===== config.mk =====
export PLATFORM = sky130hd
export DESIGN_NAME = median_filter_pipe
export DESIGN_NICKNAME = d
export VERILOG_FILES = /design/src/rtl/median_filter_pipe_pkg.sv /design/src/rtl/median_filter_pipe_sort3.sv /design/src/rtl/median_filter_pipe.sv
export SDC_FILE = /design/constraint.sdc
export NUM_CORES = 1
export LEC_CHECK = 0
export ABC_CLOCK_PERIOD_IN_PS = 17790
export CAP_MARGIN = 0
export CORE_MARGIN = 5
export CORE_UTILIZATION = 66
export CTS_BUF_LIST = sky130_fd_sc_hd__clkbuf_4 sky130_fd_sc_hd__clkbuf_8
export CTS_CLUSTER_SIZE = 24
export DETAILED_ROUTE_END_ITERATION = 7
export PLACE_DENSITY_LB_ADDON = 0.12
export REMOVE_ABC_BUFFERS = 1
export SETUP_SLACK_MARGIN = 0.15
export SLEW_MARGIN = 5
export SYNTH_ARGS = -nofsm -noshare
export SYNTH_HDL_FRONTEND = slang
export SYNTH_SLANG_ARGS = --single-unit

===== constraint.sdc =====
create_clock -name clk -period 17.79 [get_ports clk]
set_input_delay 2.6685 -clock clk [delete_from_list [all_inputs] [get_ports clk]]
set_output_delay 2.6685 -clock clk [all_outputs]
set_load 0.01 [all_outputs]

===== src/rtl/median_filter_pipe_pkg.sv =====
// Shared definitions for the 3x3 median/min/max filter pipeline.
// Holds the per-window mode encodings and the fixed pipeline depth.
package median_filter_pipe_pkg;

   localparam int LAT = 3;

   typedef enum logic [1:0] {
      MODE_MEDIAN = 2'd0,
      MODE_MIN    = 2'd1,
      MODE_MAX    = 2'd2,
      MODE_PASS   = 2'd3
   } mode_e;

endpackage


===== src/rtl/median_filter_pipe_sort3.sv =====
// Combinational three-input unsigned sorter.
// Outputs the inputs reordered as min/mid/max; ties pass the tied value through.
module sort3
   import median_filter_pipe_pkg::*;
#(
   parameter int DATA_W = 8
) (
   input  logic [DATA_W-1:0] a,
   input  logic [DATA_W-1:0] b,
   input  logic [DATA_W-1:0] c,
   output logic [DATA_W-1:0] min,
   output logic [DATA_W-1:0] mid,
   output logic [DATA_W-1:0] max
);

   logic [DATA_W-1:0] lo_ab;
   logic [DATA_W-1:0] hi_ab;
   logic [DATA_W-1:0] hi_abc;

   // Order a/b first; the larger of (lo_ab, c) then competes with hi_ab for max.
   always_comb begin
      lo_ab  = (a < b) ? a : b;
      hi_ab  = (a < b) ? b : a;
      min    = (lo_ab < c) ? lo_ab : c;
      hi_abc = (lo_ab < c) ? c : lo_ab;
      max    = (hi_ab < hi_abc) ? hi_abc : hi_ab;
      mid    = (hi_ab < hi_abc) ? hi_ab : hi_abc;
   end

endmodule


===== src/rtl/median_filter_pipe.sv =====
// Three-stage 3x3 window filter: median, minimum, maximum or centre pass-through
// per window, with a single global stall (adv) driven by the output handshake.
module median_filter_pipe
   import median_filter_pipe_pkg::*;
#(
   parameter int DATA_W = 8,
   parameter int LAT    = 3
) (
   input  logic                  clk,
   input  logic                  rst,
   input  logic                  in_valid,
   output logic                  in_ready,
   input  logic [9*DATA_W-1:0]   win_in,
   input  logic [1:0]            mode_in,
   output logic                  out_valid,
   input  logic                  out_ready,
   output logic [DATA_W-1:0]     pix_out,
   output logic [1:0]            mode_out
);

   if (LAT != median_filter_pipe_pkg::LAT) begin : g_lat_check
      $error("median_filter_pipe: LAT must be 3");
   end

   logic adv;

   logic [DATA_W-1:0] px        [9];
   logic [DATA_W-1:0] row_min_c [3];
   logic [DATA_W-1:0] row_mid_c [3];
   logic [DATA_W-1:0] row_max_c [3];

   logic [DATA_W-1:0] s1_min [3];
   logic [DATA_W-1:0] s1_mid [3];
   logic [DATA_W-1:0] s1_max [3];
   logic [DATA_W-1:0] s1_center;
   mode_e             s1_mode;
   logic              s1_valid;

   logic [DATA_W-1:0] gmin_c;
   logic [DATA_W-1:0] hi_c;
   logic [DATA_W-1:0] mid_c;
   logic [DATA_W-1:0] lo_c;
   logic [DATA_W-1:0] gmax_c;
   logic [DATA_W-1:0] unused_mins_mid;
   logic [DATA_W-1:0] unused_mids_min;
   logic [DATA_W-1:0] unused_mids_max;
   logic [DATA_W-1:0] unused_maxs_mid;

   logic [DATA_W-1:0] s2_hi;
   logic [DATA_W-1:0] s2_mid;
   logic [DATA_W-1:0] s2_lo;
   logic [DATA_W-1:0] s2_gmin;
   logic [DATA_W-1:0] s2_gmax;
   logic [DATA_W-1:0] s2_center;
   mode_e             s2_mode;
   logic              s2_valid;

   logic [DATA_W-1:0] med_c;
   logic [DATA_W-1:0] unused_cand_min;
   logic [DATA_W-1:0] unused_cand_max;
   logic [DATA_W-1:0] result_c;

   assign adv      = ~out_valid | out_ready;
   assign in_ready = adv;

   for (genvar k = 0; k < 9; k++) begin : g_px
      assign px[k] = win_in[k*DATA_W +: DATA_W];
   end

   for (genvar r = 0; r < 3; r++) begin : g_row
      sort3 #(.DATA_W(DATA_W)) u_row (
         .a   (px[3*r]),
         .b   (px[3*r+1]),
         .c   (px[3*r+2]),
         .min (row_min_c[r]),
         .mid (row_mid_c[r]),
         .max (row_max_c[r])
      );
   end

   always_ff @(posedge clk) begin
      if (adv) begin
         s1_min    <= row_min_c;
         s1_mid    <= row_mid_c;
         s1_max    <= row_max_c;
         s1_center <= px[4];
         s1_mode   <= mode_e'(mode_in);
      end
   end

   // Column of minima gives the global min and the max-of-minima candidate,
   // column of maxima gives the global max and the min-of-maxima candidate.
   sort3 #(.DATA_W(DATA_W)) u_mins (
      .a   (s1_min[0]),
      .b   (s1_min[1]),
      .c   (s1_min[2]),
      .min (gmin_c),
      .mid (unused_mins_mid),
      .max (hi_c)
   );

   sort3 #(.DATA_W(DATA_W)) u_mids (
      .a   (s1_mid[0]),
      .b   (s1_mid[1]),
      .c   (s1_mid[2]),
      .min (unused_mids_min),
      .mid (mid_c),
      .max (unused_mids_max)
   );

   sort3 #(.DATA_W(DATA_W)) u_maxs (
      .a   (s1_max[0]),
      .b   (s1_max[1]),
      .c   (s1_max[2]),
      .min (lo_c),
      .mid (unused_maxs_mid),
      .max (gmax_c)
   );

   always_ff @(posedge clk) begin
      if (adv) begin
         s2_hi     <= hi_c;
         s2_mid    <= mid_c;
         s2_lo     <= lo_c;
         s2_gmin   <= gmin_c;
         s2_gmax   <= gmax_c;
         s2_center <= s1_center;
         s2_mode   <= s1_mode;
      end
   end

   sort3 #(.DATA_W(DATA_W)) u_cand (
      .a   (s2_hi),
      .b   (s2_mid),
      .c   (s2_lo),
      .min (unused_cand_min),
      .mid (med_c),
      .max (unused_cand_max)
   );

   always_comb begin
      result_c = s2_center;
      case (s2_mode)
         MODE_MEDIAN: result_c = med_c;
         MODE_MIN:    result_c = s2_gmin;
         MODE_MAX:    result_c = s2_gmax;
         MODE_PASS:   result_c = s2_center;
         default:     result_c = s2_center;
      endcase
   end

   // Valid bits and the visible outputs are the only reset state; reset wins over adv.
   always_ff @(posedge clk) begin
      if (rst) begin
         s1_valid  <= 1'b0;
         s2_valid  <= 1'b0;
         out_valid <= 1'b0;
         pix_out   <= '0;
         mode_out  <= 2'd0;
      end else if (adv) begin
         s1_valid  <= in_valid;
         s2_valid  <= s1_valid;
         out_valid <= s2_valid;
         pix_out   <= result_c;
         mode_out  <= s2_mode;
      end
   end

endmodule


==> results.sh, run 1 <==
export IMPL_grt_overflow=0
export IMPL_multi_input_area_um2=6940
export IMPL_areaGrowthSynthToFinish_pct=12.3
export IMPL_ys_seq_elements=145
export IMPL_grt_max_degree=85
export IMPL_post_route_drc_count=0
export IMPL_antenna_found_initial=0
export IMPL_critPathMaxFanout=30
export IMPL_num_rows=49
export IMPL_slowest_delay_ns=0.92
export IMPL_synth_xor_xnor_area_share=0
export IMPL_nNetsFinal=1594
export IMPL_critPathKind="input port to flop"
export IMPL_cts_sinks=145
export IMPL_fin_util=0.750
export IMPL_dp_hpwl_um=23500
export IMPL_root_buffer="clkbuf_8"
export IMPL_clockBufferDepth=2
export IMPL_reg_top3="s1_max (24), s1_mid (24), s1_min (24)"
export IMPL_netlist_area_um2=11900
export IMPL_htree_levels=4
export IMPL_ioPinCount=90
export IMPL_yosysTopAreaCellShare=0.333
export IMPL_worst_path_max_delay_cell="a221oi_4"
export IMPL_max_cap_violations=0
export IMPL_cp_data_required_time_ns=18.07
export IMPL_grt_pass1_vias=9238
export IMPL_grt_pass1_wl_um=46100
export IMPL_fillerInstances=1337
export IMPL_finClkSkew_ns=0.0193
export IMPL_numCtsBuffers=17
export IMPL_cts_clk_slew_worst_paths_ns=0.10
export IMPL_antenna_cells=0
export IMPL_start_util=0.668
export IMPL_cp_start_kind="input port"
export IMPL_synthFlopType="edfxtp_1"
export IMPL_gp_congestion=0.978
export IMPL_gr_usage_all_layers=0.284
export IMPL_synth_top_family_by_area="compound AO/OA/AOI/OAI gates"
export IMPL_die_h_um=144
export IMPL_via_per_inst=6.05
export IMPL_slew_headroom=0.251
export IMPL_coreArea_um2=17800
export IMPL_first_pass_iters=6
export IMPL_cts_resized=0
export IMPL_path_cells="clkdlybuf4s50_1, inv_1, ha_1, a21o_1, a211o_1, a221oi_4, o21ai_0, ha_1, and4_1, o21ai_0, o21a_1, a41oi_4, mux2i_1, ha_1, a21o_1, a21oi_1, o21ai_0, a221o_1, a21oi_1, o21ai_1, a21oi_2, mux2_1, a31oi_1"
export IMPL_fmax_mhz=103
export IMPL_yosysTopAreaCell="edfxtp_1"
export IMPL_critPathCaptureType="flop"
export IMPL_muxShareOfSynthArea=0.121
export IMPL_drtIter0Drc=822
export IMPL_status="finished, final reports clean"
export IMPL_rsz0062_at_grt="no"
export IMPL_die_x_um=144
export IMPL_yosys_top_cells_area="edfxtp_1 (33%), ha_1 (15%), mux2i_1 (9.2%)"
export IMPL_netlist_instances=1295
export IMPL_drt_wl_total_um=29000
export IMPL_synthAdderAreaFrac=0.154
export IMPL_tns_ns=0
export IMPL_seqCellArea_um2=4220
export IMPL_avgRoutedWirePerCell_um=18.0
export IMPL_syn_avg_cell_area_um2=9.20
export IMPL_synth_distinct_cells=58
export IMPL_port_buffers=89
export IMPL_synth_compound_area_share=0.191
export IMPL_arrival_ns=10.04
export IMPL_setup_violations=0
export IMPL_finalHoldViolations=0
export IMPL_vias=9746
export IMPL_yosys_area_share_simple=0.115
export IMPL_synth_edf_count=132
export IMPL_cts_tree="built"
export IMPL_ant_nets=0
export IMPL_async_reset_ff_frac=0
export IMPL_cts_hold_buf=0
export IMPL_critical_path_top_delay_family="compound AO/OA/AOI/OAI gates"
export IMPL_cts_setup_buffers=0
export IMPL_yosysWarnings=0
export IMPL_drive_gt1_frac=0.0615
export IMPL_ys_seq_area_frac=0.355
export IMPL_clk_latency_ns=0.48
export IMPL_die_area_um2=20800
export IMPL_worst_pin_slew_ns=1.12
export IMPL_fin_crit_ns=9.75
export IMPL_slew_violations=0
export IMPL_post_route_period_util=0.548
export IMPL_hold_path_class="flop to flop"
export IMPL_critical_path_buf_inv_count=2
## placed cells by master, fill, tap and decap left out, types with 16 or more instances in the layout
master           netlist  final
nand2_1              114    114
inv_1                155    154
nand3_1               24     24
mux2_2                29     29
clkbuf_8               0     17
edfxtp_1             132    132
clkdlybuf4s50_1        0     89
nor2_1                99     99
ha_1                 147    147
nand4_1               16     16
a211oi_1              16     16
o21ai_0               91     91
o21a_1                22     22
a21o_1                41     41
mux2i_1              109    109
a21oi_1              100    100
## cell families (layout without fill, tap and decap cells)
| kind of cell | Yosys count | in the layout |
|---|---|---|
| AO/OA/AOI/OAI | 357 | 357 |
| adder cells (fa/ha/maj) | 147 | 147 |
| buffers and inverters | 197 | 284 |
| flip-flops | 145 | 145 |
| multiplexers | 140 | 140 |
| AND/OR/NAND/NOR | 309 | 309 |
## worst paths after layout
| check | slack, ns | depth (start not counted) | end | startpoint |
|---|---|---|---|---|
| max | 8.04 | 23 | s1_max[0] | win_in[57] |
| min | 0.42 | 0 | s2_center[0] | s1_center[0] |
| max reg2reg | 11.03 | 23 | s2_mid[0] | s1_mid[13] |
| min reg2reg | 0.42 | 0 | s2_center[0] | s1_center[0] |
## per-layer routing
metal / wire length [µm] / GRT usage / vias to the layer above
met1: 12500 / 0.379 / 4485
li1: - / - / 4861
met2: 13400 / 0.465 / 329
met3: 1910 / 0.0460 / 71
met5: 0 / 0 / -
met4: 1080 / 0.112 / 0
## metrics by stage
step | hold WS, ns | instance area [µm²] | setup WS, ns | instances
final | 0.423 | 13400 | 8.04 | 1611
after global routing | 0.433 | 13400 | 7.54 | 1611
after CTS | 0.425 | 13400 | 8.11 | 1611
after detailed placement | 0.405 | 13000 | 7.61 | 1579
after global placement | 0.402 | 13000 | 7.94 | 1579
after floorplan | 0.400 | 11700 | 9.14 | 1253
## cell usage after synthesis (4+ instances only)
cell	number
inv_1	155
ha_1	147
edfxtp_1	132
nand2_1	114
mux2i_1	109
a21oi_1	100
nor2_1	99
o21ai_0	91
a21o_1	41
mux2_2	29
clkbuf_1	27
nand3_1	24
o21a_1	22
a211oi_1	16
nand4_1	16
nor2b_1	15
o21ai_1	15
dfxtp_1	13
nor3_1	13
buf_2	10
nand2b_1	10
o211ai_1	10
a221o_1	9
o31ai_1	9
a31o_2	7
and4_1	5
o31a_1	4
or3_1	4
## cell type report
class,instances,area share
inverters,155,0.0437
clock inverters,15,0.0122
well taps,229,0.0214
flip-flops and latches,145,0.316
clock buffers,17,0.0175
repair buffers,97,0.0711
multi-input cells,953,0.519
Power of run 1 is left out: the tool's default activity adds up to more than one toggle a clock period on the data nets, which glitch-free logic cannot reach.
==> run 2, diff against run 1 <==
--- a/config.mk
+++ b/config.mk
@@ -5,10 +5,10 @@
 export SDC_FILE = /design/constraint.sdc
 export NUM_CORES = 1
 export LEC_CHECK = 0
-export ABC_CLOCK_PERIOD_IN_PS = 17790
+export ABC_CLOCK_PERIOD_IN_PS = 9600
 export CAP_MARGIN = 0
 export CORE_MARGIN = 5
-export CORE_UTILIZATION = 66
+export CORE_UTILIZATION = 62
 export CTS_BUF_LIST = sky130_fd_sc_hd__clkbuf_4 sky130_fd_sc_hd__clkbuf_8
 export CTS_CLUSTER_SIZE = 24
 export DETAILED_ROUTE_END_ITERATION = 7
==> constraint.sdc (replaced) <==
create_clock -name clk -period 9.6 [get_ports clk]
set_input_delay 1.44 -clock clk [delete_from_list [all_inputs] [get_ports clk]]
set_output_delay 1.44 -clock clk [all_outputs]
set_load 0.01 [all_outputs]
==> run 2 against run 1 <==
Worst hold slack got worse by 0.0029 ns. Via count is 0.53% lower. Register-to-register slack got worse by 8.1 ns. Global-route usage fell by 2.2 points. Die area is 6.0% higher. Wire length is 1.8% lower. Cell count is 2.1% higher.
==> results.sh, run 2 (synthesis results as in run 1) <==
export IMPL_status="finished, final reports clean"
export IMPL_num_rows=50
export IMPL_cts_sinks=145
export IMPL_ant_nets=0
export IMPL_gr_usage_all_layers=0.262
export IMPL_drive_gt1_frac=0.0635
export IMPL_vias=9694
export IMPL_coreArea_um2=18800
export IMPL_worst_path_max_delay_cell="a221oi_4"
export IMPL_critPathMaxFanout=29
export IMPL_clockBufferDepth=2
export IMPL_setup_ws_ns=1.68
export IMPL_post_route_period_util=0.825
export IMPL_port_buffers=89
export IMPL_path_cells="clkdlybuf4s50_1, inv_1, ha_1, a21o_1, a211o_1, a221oi_4, o21ai_0, ha_1, and4_1, o21ai_0, o21a_1, a41oi_4, mux2i_1, ha_1, a21o_1, a21oi_1, o21ai_0, a221o_1, a21oi_1, o21ai_1, a21oi_2, buf_4, mux2_1, a31oi_1"
export IMPL_cts_resized=0
export IMPL_layout_commonest_cell="inv_1"
export IMPL_fmax_mhz=126
export IMPL_cts_tree="built"
export IMPL_slew_violations=0
export IMPL_arrival_ns=8.21
export IMPL_root_buffer="clkbuf_8"
export IMPL_cp_start_kind="input port"
export IMPL_antenna_found_initial=0
export IMPL_worst_pin_slew_ns=1.09
export IMPL_fin_crit_ns=7.92
export IMPL_rsz0062_at_grt="no"
export IMPL_dp_cells=1613
export IMPL_start_util=0.633
export IMPL_clk_latency_ns=0.47
export IMPL_ioPinCount=90
export IMPL_via_per_inst=5.89
export IMPL_grt_max_degree=79
export IMPL_finClkSkew_ns=0.0159
export IMPL_max_cap_violations=0
export IMPL_die_area_um2=22100
export IMPL_gp_congestion=0.986
export IMPL_multi_input_area_um2=6940
export IMPL_critPathCaptureType="flop"
export IMPL_first_pass_iters=5
export IMPL_nNetsFinal=1597
export IMPL_tns_ns=0
export IMPL_cts_clk_slew_worst_paths_ns=0.10
export IMPL_most_common_layout_cells="inv_1 (154), ha_1 (147), edfxtp_1 (132)"
export IMPL_drtIter0Drc=614
export IMPL_pre_cts_ws_ns=1.22
export IMPL_slew_headroom=0.274
export IMPL_die_h_um=149
export IMPL_hold_path_class="flop to flop"
export IMPL_critPathKind="input port to flop"
export IMPL_grt_pass1_vias=9254
export IMPL_die_x_um=149
export IMPL_reg2reg_depth=23
export IMPL_dp_hpwl_um=23200
export IMPL_grt_pass1_wl_um=46100
export IMPL_slowest_delay_ns=0.92
export IMPL_numCtsBuffers=17
export IMPL_layout_cells_non_filler=1645
export IMPL_cts_hold_buf=0
export IMPL_setup_violations=0
export IMPL_antenna_cells=0
export IMPL_grt_overflow=0
export IMPL_areaGrowthSynthToFinish_pct=12.7
export IMPL_hold_depth=0
export IMPL_fillerInstances=1501
export IMPL_drt_wl_total_um=28400
export IMPL_post_route_drc_count=0
export IMPL_cts_setup_buffers=0
export IMPL_finalHoldViolations=0
export IMPL_htree_levels=4
export IMPL_avgRoutedWirePerCell_um=17.3
export IMPL_cp_data_required_time_ns=9.89
export IMPL_reg_top3="s1_max (24), s1_mid (24), s1_min (24)"
export IMPL_seqCellArea_um2=4220
## run 2: cell types whose count changed in the layout (fill, tap and decap cells not counted), sizes merged
cell / before / now
clkbuf: 17 / 18
clkinv: 6 / 4
inv: 164 / 165
buf: 8 / 11
## run 2: worst paths after layout
check | start | slack (ns) | endpoint
worst max-delay path | win_in[57] | 1.68 | s1_max[0]
worst min-delay path | s1_center[7] | 0.42 | s2_center[7]
worst max register to register | s1_mid[13] | 2.95 | s2_mid[0]
worst min register to register | s1_center[7] | 0.42 | s2_center[7]
## run 2: area by class of cell
cell class,count,area share
well taps,260,0.0242
multi-input cells,953,0.517
inverters,155,0.0435
repair buffers,100,0.0725
clock inverters,14,0.0104
flip-flops and latches,145,0.315
clock buffers,18,0.0180
## run 2: layer usage
layer / up-vias / track usage / share of wire
met5: - / 0 / 0
met4: 0 / 0.0748 / 0.022
met3: 42 / 0.0396 / 0.047
met2: 238 / 0.446 / 0.48
met1: 4538 / 0.348 / 0.45
li1: 4876 / - / -
## run 2: metrics by stage
step           area (µm²)   util  hold slack (ns)
6_report            13400  0.713            0.420
5_1_grt             13400  0.713            0.420
4_1_cts             13400  0.713            0.419
3_5_place_dp        13000  0.693            0.405
3_3_place_gp        13000  0.693            0.402
2_1_floorplan       11700      -            0.400
## run 2: worst max-delay path, delay by kind of cell
kind,cells,cell delay [ns]
fa+ha+maj,3,0.96
simple gates,1,0.19
mux,2,0.70
compound gates,15,4.09
buf+inv,3,0.82
Power of run 2 is left out for the same reason.
